===== src/rtl/rv32_pkg.sv =====
// Shared definitions for the RV32I pipeline: hazard FSM state encoding,
// the hard-wired zero register index and the NOP used by flush consumers.
package rv32_pkg;

  typedef enum logic [0:0] {
    ST_RUN      = 1'b0,
    ST_MEM_WAIT = 1'b1
  } hz_state_e;

  localparam logic [4:0]  X0  = 5'd0;
  localparam logic [31:0] NOP = 32'h0000_0013;  // addi x0, x0, 0

endpackage


===== src/rtl/pipeline_hazard_ctrl_sat_counter.sv =====
// Saturating up-counter: advances on inc_i and sticks at all-ones.
module sat_counter #(
  parameter int W = 16
) (
  input  logic         clk,
  input  logic         rst_n,
  input  logic         inc_i,
  output logic [W-1:0] count_o
);

  logic [W-1:0] count_q;
  logic [W-1:0] count_d;

  always_comb begin
    count_d = count_q;
    if (inc_i && (count_q != {W{1'b1}})) count_d = count_q + 1'b1;
  end

  always_ff @(posedge clk or negedge rst_n) begin
    if (!rst_n) count_q <= '0;
    else        count_q <= count_d;
  end

  assign count_o = count_q;

endmodule


===== src/rtl/pipeline_hazard_ctrl.sv =====
// Stall/flush sequencer for the 5-stage pipeline: memory freeze, branch flush,
// load-use bubble and fetch wait, plus saturating debug counters.
module pipeline_hazard_ctrl
  import rv32_pkg::*;
#(
  parameter int CNT_W   = 16,
  parameter int TIMEOUT = 255
) (
  input  logic             clk,
  input  logic             rst_n,
  input  logic [4:0]       id_rs,
  input  logic [4:0]       id_rs2,
  input  logic             id_use_rs,
  input  logic             id_use_rs2,
  input  logic [4:0]       ex_rd,
  input  logic             ex_is_load,
  input  logic             ex_branch_taken,
  input  logic             dmem_req,
  input  logic             dmem_ready,
  input  logic             imem_ready,
  output logic             pc_en,
  output logic             if_id_en,
  output logic             if_id_flush,
  output logic             id_ex_en,
  output logic             id_ex_flush,
  output logic             ex_mem_en,
  output logic [CNT_W-1:0] stall_cnt,
  output logic [CNT_W-1:0] flush_cnt,
  output logic             mem_timeout
);

  localparam logic [7:0] TO_MAX  = 8'(TIMEOUT);
  localparam logic [7:0] TO_LAST = 8'(TIMEOUT - 1);
  // {pc_en, if_id_en, if_id_flush, id_ex_en, id_ex_flush, ex_mem_en}
  localparam logic [5:0] CTRL_RUN = 6'b110101;

  hz_state_e  state_q, state_d;
  logic       pend_flush_q, pend_flush_d;
  logic [7:0] wait_cnt_q, wait_cnt_d;
  logic       mem_timeout_q, mem_timeout_d;

  logic       frozen, load_use, flush_apply;
  logic [5:0] ctrl_raw;

  assign frozen   = (state_q == ST_MEM_WAIT) || (dmem_req && !dmem_ready);
  assign load_use = ex_is_load && (ex_rd != X0) &&
                    ((id_use_rs && (id_rs == ex_rd)) || (id_use_rs2 && (id_rs2 == ex_rd)));

  always_comb begin
    ctrl_raw      = CTRL_RUN;
    state_d       = state_q;
    pend_flush_d  = pend_flush_q;
    wait_cnt_d    = '0;
    mem_timeout_d = mem_timeout_q;
    flush_apply   = 1'b0;
    if (frozen) begin
      ctrl_raw = 6'b000000;
      if (ex_branch_taken) pend_flush_d = 1'b1;
      if (state_q == ST_RUN) begin
        state_d = ST_MEM_WAIT;
      end else begin
        // The current MEM_WAIT cycle counts toward the timeout.
        if (wait_cnt_q == TO_LAST) mem_timeout_d = 1'b1;
        if (dmem_ready) state_d = ST_RUN;
        else            wait_cnt_d = (wait_cnt_q == TO_MAX) ? wait_cnt_q : wait_cnt_q + 8'd1;
      end
    end else if (ex_branch_taken || pend_flush_q) begin
      ctrl_raw     = 6'b111111;
      flush_apply  = 1'b1;
      pend_flush_d = 1'b0;
    end else if (load_use) begin
      ctrl_raw = 6'b000111;
    end else if (!imem_ready) begin
      ctrl_raw = 6'b011101;
    end
  end

  always_ff @(posedge clk or negedge rst_n) begin
    if (!rst_n) begin
      state_q       <= ST_RUN;
      pend_flush_q  <= 1'b0;
      wait_cnt_q    <= '0;
      mem_timeout_q <= 1'b0;
    end else begin
      state_q       <= state_d;
      pend_flush_q  <= pend_flush_d;
      wait_cnt_q    <= wait_cnt_d;
      mem_timeout_q <= mem_timeout_d;
    end
  end

  // While reset is held the register controls show the RUN defaults regardless of inputs.
  assign {pc_en, if_id_en, if_id_flush, id_ex_en, id_ex_flush, ex_mem_en} =
         rst_n ? ctrl_raw : CTRL_RUN;
  assign mem_timeout = mem_timeout_q;

  sat_counter #(.W(CNT_W)) u_stall_cnt (
    .clk    (clk),
    .rst_n  (rst_n),
    .inc_i  (!ctrl_raw[5]),
    .count_o(stall_cnt)
  );

  sat_counter #(.W(CNT_W)) u_flush_cnt (
    .clk    (clk),
    .rst_n  (rst_n),
    .inc_i  (flush_apply),
    .count_o(flush_cnt)
  );

endmodule


===== config.mk =====
export PLATFORM = sky130hd
export DESIGN_NAME = pipeline_hazard_ctrl
export DESIGN_NICKNAME = d
export VERILOG_FILES = /design/src/rtl/rv32_pkg.sv /design/src/rtl/pipeline_hazard_ctrl_sat_counter.sv /design/src/rtl/pipeline_hazard_ctrl.sv
export SDC_FILE = /design/constraint.sdc
export NUM_CORES = 1
export LEC_CHECK = 0
export ABC_CLOCK_PERIOD_IN_PS = 2800
export CAP_MARGIN = 10
export CORE_MARGIN = 1.5
export CORE_UTILIZATION = 43
export CTS_CLUSTER_DIAMETER = 40
export DETAILED_ROUTE_END_ITERATION = 10
export GPL_TIMING_DRIVEN = 0
export PLACE_DENSITY = 0.74
export SYNTH_ARGS = -nofsm -noshare
export SYNTH_HDL_FRONTEND = slang
export SYNTH_SLANG_ARGS = --single-unit

===== constraint.sdc =====
create_clock -name clk -period 2.8 [get_ports clk]
set_input_delay 0.7 -clock clk [delete_from_list [all_inputs] [get_ports clk]]
set_output_delay 0.7 -clock clk [all_outputs]
set_load 0.01 [all_outputs]

==> qor.tcl, run 1 <==
set qor(endpoint_kind) {output pin}
set qor(grt_antenna_before_repair) 0
set qor(worst-path-max-fanout) 6
set qor(worst_setup_path_start_kind) {input port}
set qor(final_min_period_over_clock_period_pct) 99.3
set qor(yosys_warnings) 0
set qor(place.gp.congestion) 0.843
set qor(routed_wl_um) 4550
set qor(htree_num_levels) 2
set qor(final.setup_skew_ns) 0.00538
set qor(run_status) {finished, final reports clean}
set qor(synth-edff-count) 0
set qor(cp_cell_sequence) {buf_2, or4_4, o21ai_4, nor2_2, nand2_2, and2_4, nand2b_1, buf_2}
set qor(cts_hold_repair.buffers) 0
set qor(via_count) 1792
set qor(dp_hpwl_um) 3290
set qor(biggest_area_contributors_in_the_synthesized_netlist) {sky130_fd_sc_hd__dfrtp_1 49%, sky130_fd_sc_hd__xnor2_1 12%, sky130_fd_sc_hd__xor2_1 5.5%, sky130_fd_sc_hd__nand4_1 3.7%, sky130_fd_sc_hd__nand3_1 3.6%}
set qor(category_of_the_most_critical_setup_path) {in -> out}
set qor(yosysSeqAreaShare_pct) 48.6
set qor(slew-limit-headroom_pct) 76.2
set qor(syn_area_per_cell_um2) 10.5
set qor(drt_first_iter_violations) 130
set qor(dieWidth_um) 74.7
set qor(rsz_0062_raised_after_global_routing) {true}
set qor(path_buf_inv) 2
set qor(ys_ff_latch) 43
set qor(path_common_cell) {sky130_fd_sc_hd__buf_2}
set qor(cap_viol_max_count) 0
set qor(floorplan.initialDensity_pct) 45.7
set qor(final_count_of_negative_setup_slack_endpoints) 0
set qor(maximum_number_of_pins_on_one_net_before_global_route_repair) 39
set qor(cts.root.buffer_cell) {sky130_fd_sc_hd__clkbuf_8}
set qor(insertion_delay_ns) 0.28
set qor(layout_min_cycle_time_ns) 2.78
set qor(syn_nets) 239
set qor(synth_flop_type) {sky130_fd_sc_hd__dfrtp_1}
set qor(final_layout_size_suffix_gt1_share_pct) 15.0
set qor(via_per_inst) 5.06
set qor(numClockSinks) 43
set qor(post_dr_wirelength_cell_um) 12.8
set qor(report.power.total_mw) 1.85
set qor(clockBufferDepth) 2
set qor(die_h_um) 74.7
set qor(residual_overflow_from_global_routing) 0
set qor(path_delay_family) {simple AND/OR/NAND/NOR gates}
set qor(worst_ep_required_ns) 2.10
set qor(drt.antenna.violating_nets) 0
set qor(numCtsBuffers) 5
set qor(final_core_util_pct) 63.6
set qor(grt_pass1_vias) 1685
set qor(ir_drop_mv) 0.439
set qor(final_nets) 314
set qor(area_delta_synth_final_pct) 39.3
set qor(async_reset_ff_share_pct) 100
set qor(drt-pass1-iter-count) 4
set qor(p_leak_nw) 1.38
set qor(synth_area_leader_cell) {sky130_fd_sc_hd__dfrtp_1}
set qor(wire_length_of_the_first_global_routing_pass_um) 7520
set qor(slowest_delay_ns) 0.55
set qor(hold_viol_final) 0
set qor(hold_class) {in -> async}
set qor(netlist_top_cells_count) {43 x sky130_fd_sc_hd__dfrtp_1, 31 x sky130_fd_sc_hd__xnor2_1, 20 x sky130_fd_sc_hd__nand2_1, 19 x sky130_fd_sc_hd__nor2_1, 16 x sky130_fd_sc_hd__nand3_1}
set qor(critPathSlowestCell) {sky130_fd_sc_hd__or4_4}
set qor(drc) 0
set qor(buffer_ports.inserted) 62
set qor(slew_violations) 0
set qor(track_usage_pct) 17.3
set qor(cp.arrival_ns) 2.08
set qor(yosysMostFrequentCell) {sky130_fd_sc_hd__dfrtp_1}
set qor(tritoncts) {built}
set qor(synth_area_um2) 2210
set qor(gate_count_post_synth) 211
set qor(boundaryPins) 63
set qor(yosysUniqueCellTypes) 38
set qor(synth.top_cell.area_share_pct) 48.6
set qor(num_antenna_cells) 0
set qor(worstMarginPinSlew_ns) 0.356
set qor(core_area_um2) 4850
set qor(max_fclk_ghz) 0.360
set qor(clock_transition_at_the_register_clock_pins_on_the_worst_setup_and_hold_paths_after_cts_ns) 0.08
set qor(power-per-cell-area_nw_per_um2) 601
set qor(placementRows) 25
set qor(design.die.area_um2) 5590
## metal layers
metal / GRT usage [%] / share of wire (%)
met1: 24.1 / 48
met2: 27.3 / 47
met3: 4.02 / 4.4
met4: 4.65 / 0.68
met5: 0 / 0
## worst paths after layout
check / end / cells after the start / startpoint / slack (ns)
hold / removal: u_stall_cnt.count_o[11] / 1 / rst_n / 0.29
min in group clk: mem_timeout / 1 / mem_timeout / 0.47
max in group asynchronous: u_flush_cnt.count_o[15] / 2 / rst_n / 2.04
setup / recovery: pc_en / 8 / ex_rd[2] / 0.02
hold reg to reg: mem_timeout / 1 / mem_timeout / 0.47
setup reg to reg: u_flush_cnt.count_o[15] / 8 / state_q / 0.89
## registers in the layout, indices dropped and copies added (netlist names)
| signal | count |
|---|---|
| u_flush_cnt.count_o | 16 |
| u_stall_cnt.count_o | 16 |
| pend_flush_q | 1 |
| mem_timeout | 1 |
| state_q | 1 |
| wait_cnt_q | 8 |
## logic make-up (layout without fill, tap and decap cells)
kind of cell             count (synthesis)  count (layout)  share of synthesized area (%)
AND/OR/NAND/NOR                         96              96                           22.8
XOR/XNOR                                45              45                           17.8
flip-flops                              43              43                           48.6
AO/OA/AOI/OAI                           16              16                           6.16
buffers and inverters                    6              82                           1.87
adder cells (fa/ha/maj)                  4               4                           2.26
multiplexers                             1               1                          0.509
## report_power, final
group / total (mW) / switching (mW) / internal [mW]
Sequential: 0.872 / 0.150 / 0.722
Clock: 0.431 / 0.207 / 0.224
Combinational: 0.550 / 0.227 / 0.323
Total: 1.85 / 0.584 / 1.27
## worst register-to-register path, stage by stage (launching register included)
cell                      delay (ns)
sky130_fd_sc_hd__dfrtp_1        0.46
sky130_fd_sc_hd__a21oi_4        0.19
sky130_fd_sc_hd__buf_6          0.13
sky130_fd_sc_hd__buf_4          0.11
sky130_fd_sc_hd__o311a_1        0.22
sky130_fd_sc_hd__nand3_1        0.11
sky130_fd_sc_hd__or3_4          0.36
sky130_fd_sc_hd__nor2_1         0.12
sky130_fd_sc_hd__xor2_1         0.14
## final cells by class
class | instances | area (µm²)
timing repair buffer | 69 | 657
inverter | 2 | 7.51
fill | 428 | 1760
clock inverter | 1 | 7.51
sequential | 43 | 1080
multi-input combinational | 162 | 1130
tap | 67 | 83.8
clock buffer | 7 | 96.3
buffer | 3 | 22.5
## what timing repair did
action / in CTS / in global routing
gates cloned: 0 / 0
resized for setup: 37 / 21
setup buffers: 2 / 4
setup endpoints to repair: 6 / 4
pin swaps: 5 / 16
## cells in the final DEF (no fill, tap or decap), drive strengths merged, types with 3 or more instances in the layout
cell type / n
clkdlybuf4s50: 39
clkbuf: 11
nor3: 3
and4: 4
a21oi: 4
buf: 16
xor2: 14
dlygate4sd2: 4
and2: 5
ha: 4
dlymetal6s2s: 9
nand4: 13
xnor2: 31
nand2: 21
dfrtp: 43
and3: 6
nand3: 16
nor2: 19
nor4: 3
## through the flow
step / setup slack, ns / cell area (µm²) / setup TNS, ns / instances / hold slack, ns
4_1_cts: -0.122 / 3050 / -0.175 / 351 / 0.283
3_5_place_dp: -0.849 / 2930 / -3.34 / 341 / 0.461
2_1_floorplan: 0.195 / 2210 / 0 / 211 / 0.404
3_3_place_gp: -1.51 / 2920 / -20.17 / 340 / 0.466
6_report: 0.0191 / 3080 / 0 / 354 / 0.289
5_1_grt: -0.0332 / 3080 / -0.0620 / 354 / 0.277
Power figures use the tool's default switching activity.
==> run 2: changes to the inputs <==
--- a/config.mk
+++ b/config.mk
@@ -5,14 +5,13 @@
 export SDC_FILE = /design/constraint.sdc
 export NUM_CORES = 1
 export LEC_CHECK = 0
-export ABC_CLOCK_PERIOD_IN_PS = 2800
 export CAP_MARGIN = 10
 export CORE_MARGIN = 1.5
 export CORE_UTILIZATION = 43
 export CTS_CLUSTER_DIAMETER = 40
 export DETAILED_ROUTE_END_ITERATION = 10
-export GPL_TIMING_DRIVEN = 0
-export PLACE_DENSITY = 0.74
+export PLACE_DENSITY = 0.73
 export SYNTH_ARGS = -nofsm -noshare
 export SYNTH_HDL_FRONTEND = slang
+export SYNTH_HIERARCHICAL = 1
 export SYNTH_SLANG_ARGS = --single-unit
==> run 2 against run 1 <==
Compared with the run above:
- critical path type unchanged
- non-clock buffer count is 15 higher
- first-iteration DRC count is 22% lower
- register-to-register slack worse by 0.02 ns
- cell area grew 14%
- wire length grew 31%
- worst hold slack better by 0.21 ns
- clock power is 33% higher
- synthesized cell count is 9.0% higher
- die area grew 11%
- largest cell class unchanged
- utilization rose by 0.35 points
==> qor.tcl, run 2 <==
set qor(detailed_place.area_um2) 3320
set qor(final_min_period_over_clock_period_pct) 96.9
set qor(num_antenna_cells) 0
set qor(worstRegToRegCells) 9
set qor(final_layout_size_suffix_gt1_share_pct) 21.1
set qor(syn_area_per_cell_um2) 10.7
set qor(cts.root.buffer_cell) {sky130_fd_sc_hd__clkbuf_8}
set qor(cap_viol_max_count) 0
set qor(timing.final.ws_setup_ns) 0.0881
set qor(hold_class) {reg -> reg}
set qor(slew_violations) 0
set qor(async_reset_ff_share_pct) 100
set qor(dieWidth_um) 78.7
set qor(syn_nets) 258
set qor(final.setup_skew_ns) 0.00791
set qor(cp-startpoint) {ex_rd[4]}
set qor(yosys_warnings) 6
set qor(ff2ff_setup_slack_ns) 0.87
set qor(synth-edff-count) 0
set qor(yosysSeqAreaShare_pct) 43.6
set qor(num-fill-cells) 443
set qor(worst_ep_required_ns) 2.10
set qor(dp_hpwl_um) 4260
set qor(maximum_number_of_pins_on_one_net_before_global_route_repair) 44
set qor(synth_area_um2) 2470
set qor(ys_ff_latch) 43
set qor(biggest_area_contributors_in_the_synthesized_netlist) {sky130_fd_sc_hd__dfrtp_1 44%, sky130_fd_sc_hd__xnor2_1 8.2%, sky130_fd_sc_hd__nand4_1 5.6%, sky130_fd_sc_hd__nor4_4 3.5%, sky130_fd_sc_hd__o21a_1 3.0%}
set qor(residual_overflow_from_global_routing) 0
set qor(yosysUniqueCellTypes) 43
set qor(insertion_delay_ns) 0.30
set qor(synth.top_cell.area_share_pct) 43.6
set qor(routed_wl_um) 5950
set qor(preCtsSetupSlack_ns) -0.509
set qor(tritoncts) {built}
set qor(worstReg2RegEnd) {u_stall_cnt/count_o[7]}
set qor(die_h_um) 78.7
set qor(slew-limit-headroom_pct) 63.5
set qor(numClockSinks) 43
set qor(worst_setup_path_start_kind) {input port}
set qor(drt.antenna.violating_nets) 0
set qor(via_count) 2179
set qor(wire_length_of_the_first_global_routing_pass_um) 9800
set qor(core_area_um2) 5510
set qor(floorplan.initialDensity_pct) 44.8
set qor(area_delta_synth_final_pct) 42.8
set qor(place.gp.congestion) 0.825
set qor(numCtsBuffers) 5
set qor(drc) 0
set qor(final_nets) 350
set qor(gate_count_post_synth) 230
set qor(post_dr_wirelength_cell_um) 15.1
set qor(power-per-cell-area_nw_per_um2) 581
set qor(buffer_ports.inserted) 62
set qor(design.die.area_um2) 6200
set qor(hold_viol_final) 0
set qor(yosysMostFrequentCell) {sky130_fd_sc_hd__dfrtp_1}
set qor(synth_flop_type) {sky130_fd_sc_hd__dfrtp_1}
set qor(postLayoutCellArea_um2) 3520
set qor(htree_num_levels) 2
set qor(max_fclk_ghz) 0.369
set qor(synth_area_leader_cell) {sky130_fd_sc_hd__dfrtp_1}
set qor(final_count_of_negative_setup_slack_endpoints) 0
set qor(worstMarginPinSlew_ns) 0.548
set qor(grt_antenna_before_repair) 0
set qor(placementRows) 27
set qor(p_leak_nw) 1.49
set qor(drt_first_iter_violations) 102
set qor(clockBufferDepth) 2
set qor(rsz_0062_raised_after_global_routing) {false}
set qor(critPathCapture) {pc_en}
set qor(worst-path-max-fanout) 3
set qor(cp.arrival_ns) 2.01
set qor(layout_commonest_cell) {sky130_fd_sc_hd__clkdlybuf4s50_1}
set qor(drt-pass1-iter-count) 4
set qor(clock_transition_at_the_register_clock_pins_on_the_worst_setup_and_hold_paths_after_cts_ns) 0.08
set qor(layout_min_cycle_time_ns) 2.71
set qor(track_usage_pct) 19.9
set qor(via_per_inst) 5.52
set qor(boundaryPins) 63
set qor(grt_pass1_vias) 2024
set qor(regToRegStartpoint) {state_q}
set qor(netlist_top_cells_count) {43 x sky130_fd_sc_hd__dfrtp_1, 23 x sky130_fd_sc_hd__xnor2_1, 22 x sky130_fd_sc_hd__nand4_1, 18 x sky130_fd_sc_hd__nor2_1}
set qor(run_status) {finished, final reports clean}
set qor(category_of_the_most_critical_setup_path) {in -> out}
set qor(endpoint_kind) {output pin}
set qor(most-common-layout-cells) {47 x sky130_fd_sc_hd__clkdlybuf4s50_1, 43 x sky130_fd_sc_hd__dfrtp_1, 24 x sky130_fd_sc_hd__buf_4, 22 x sky130_fd_sc_hd__xnor2_1, 22 x sky130_fd_sc_hd__nand4_1}
set qor(ir_drop_mv) 0.531
-- run 2: worst min-delay path by stage --
stage	startpoint	end	slack, ns	cells past startpoint
2_1_floorplan	rst_n	mem_timeout	0.40	0
3_3_place_gp	mem_timeout	mem_timeout	0.46	1
3_5_place_dp	mem_timeout	mem_timeout	0.48	1
4_1_cts	mem_timeout	mem_timeout	0.50	1
5_1_grt	mem_timeout	mem_timeout	0.53	1
6_report	mem_timeout	mem_timeout	0.50	1
-- run 2: final cells by class --
cell class	count	area, µm²	area share, %
clock buffer	6	72.6	2.06
clock inverter	2	60.1	1.71
inverter	2	7.51	0.213
multi-input combinational	183	1420	40.4
sequential	43	1080	30.6
tap	72	90.1	2.56
timing repair buffer	87	793	22.5
-- run 2: cells by family after synthesis --
kind of cell | Yosys count | synth area share [%]
and+or+nand+nor | 99 | 28.2
AOI/OAI and AO/OA | 50 | 14.5
DFF | 43 | 43.6
xor gates and xnor gates | 28 | 9.94
buffers and inverters | 4 | 0.761
adders and majority gates | 4 | 2.03
muxes | 2 | 0.913
-- run 2: what timing repair did --
action / CTS / global route
pin swaps: 7 / 8
buffers inserted: 0 / 4
hold buffers: 0 / 0
resized for setup: 29 / 11
endpoints found under the hold margin: 0 / 0
endpoints found under the setup margin: 8 / 14
-- run 2: where the power goes --
group          internal, mW  switching, mW
Clock                 0.357          0.216
Sequential            0.714          0.161
Combinational         0.338          0.262
Total                  1.41          0.639
-- run 2: routing by layer --
metal	wire (µm)	vias up	share of wire, %	global-route usage, %
li1	-	1067	-	-
met2	2980	48	50	33.7
met4	38	0	0.64	6.07
met1	2730	1060	46	26.2
met3	198	4	3.3	3.22
met5	0	-	0	0
-- run 2: metrics by stage --
step           power (mW)  cells  hold slack [ns]  setup TNS [ns]  utilization (%)
6_report             2.05    395            0.495               0             64.0
4_1_cts              2.05    391            0.501               0             62.8
2_1_floorplan        1.12    230            0.404               0                -
3_3_place_gp         1.46    383            0.460           -5.28             60.3
3_5_place_dp         1.47    383            0.478           -5.58             60.3
5_1_grt              2.16    395            0.532               0             64.0
-- run 2: critical path, stage by stage --
cell and delay (ns):
sky130_fd_sc_hd__dlygate4sd2_1 0.24, sky130_fd_sc_hd__or4_4 0.54, sky130_fd_sc_hd__o21ai_4 0.19, sky130_fd_sc_hd__nor2_2 0.07
sky130_fd_sc_hd__a21oi_1 0.12, sky130_fd_sc_hd__buf_2 0.14
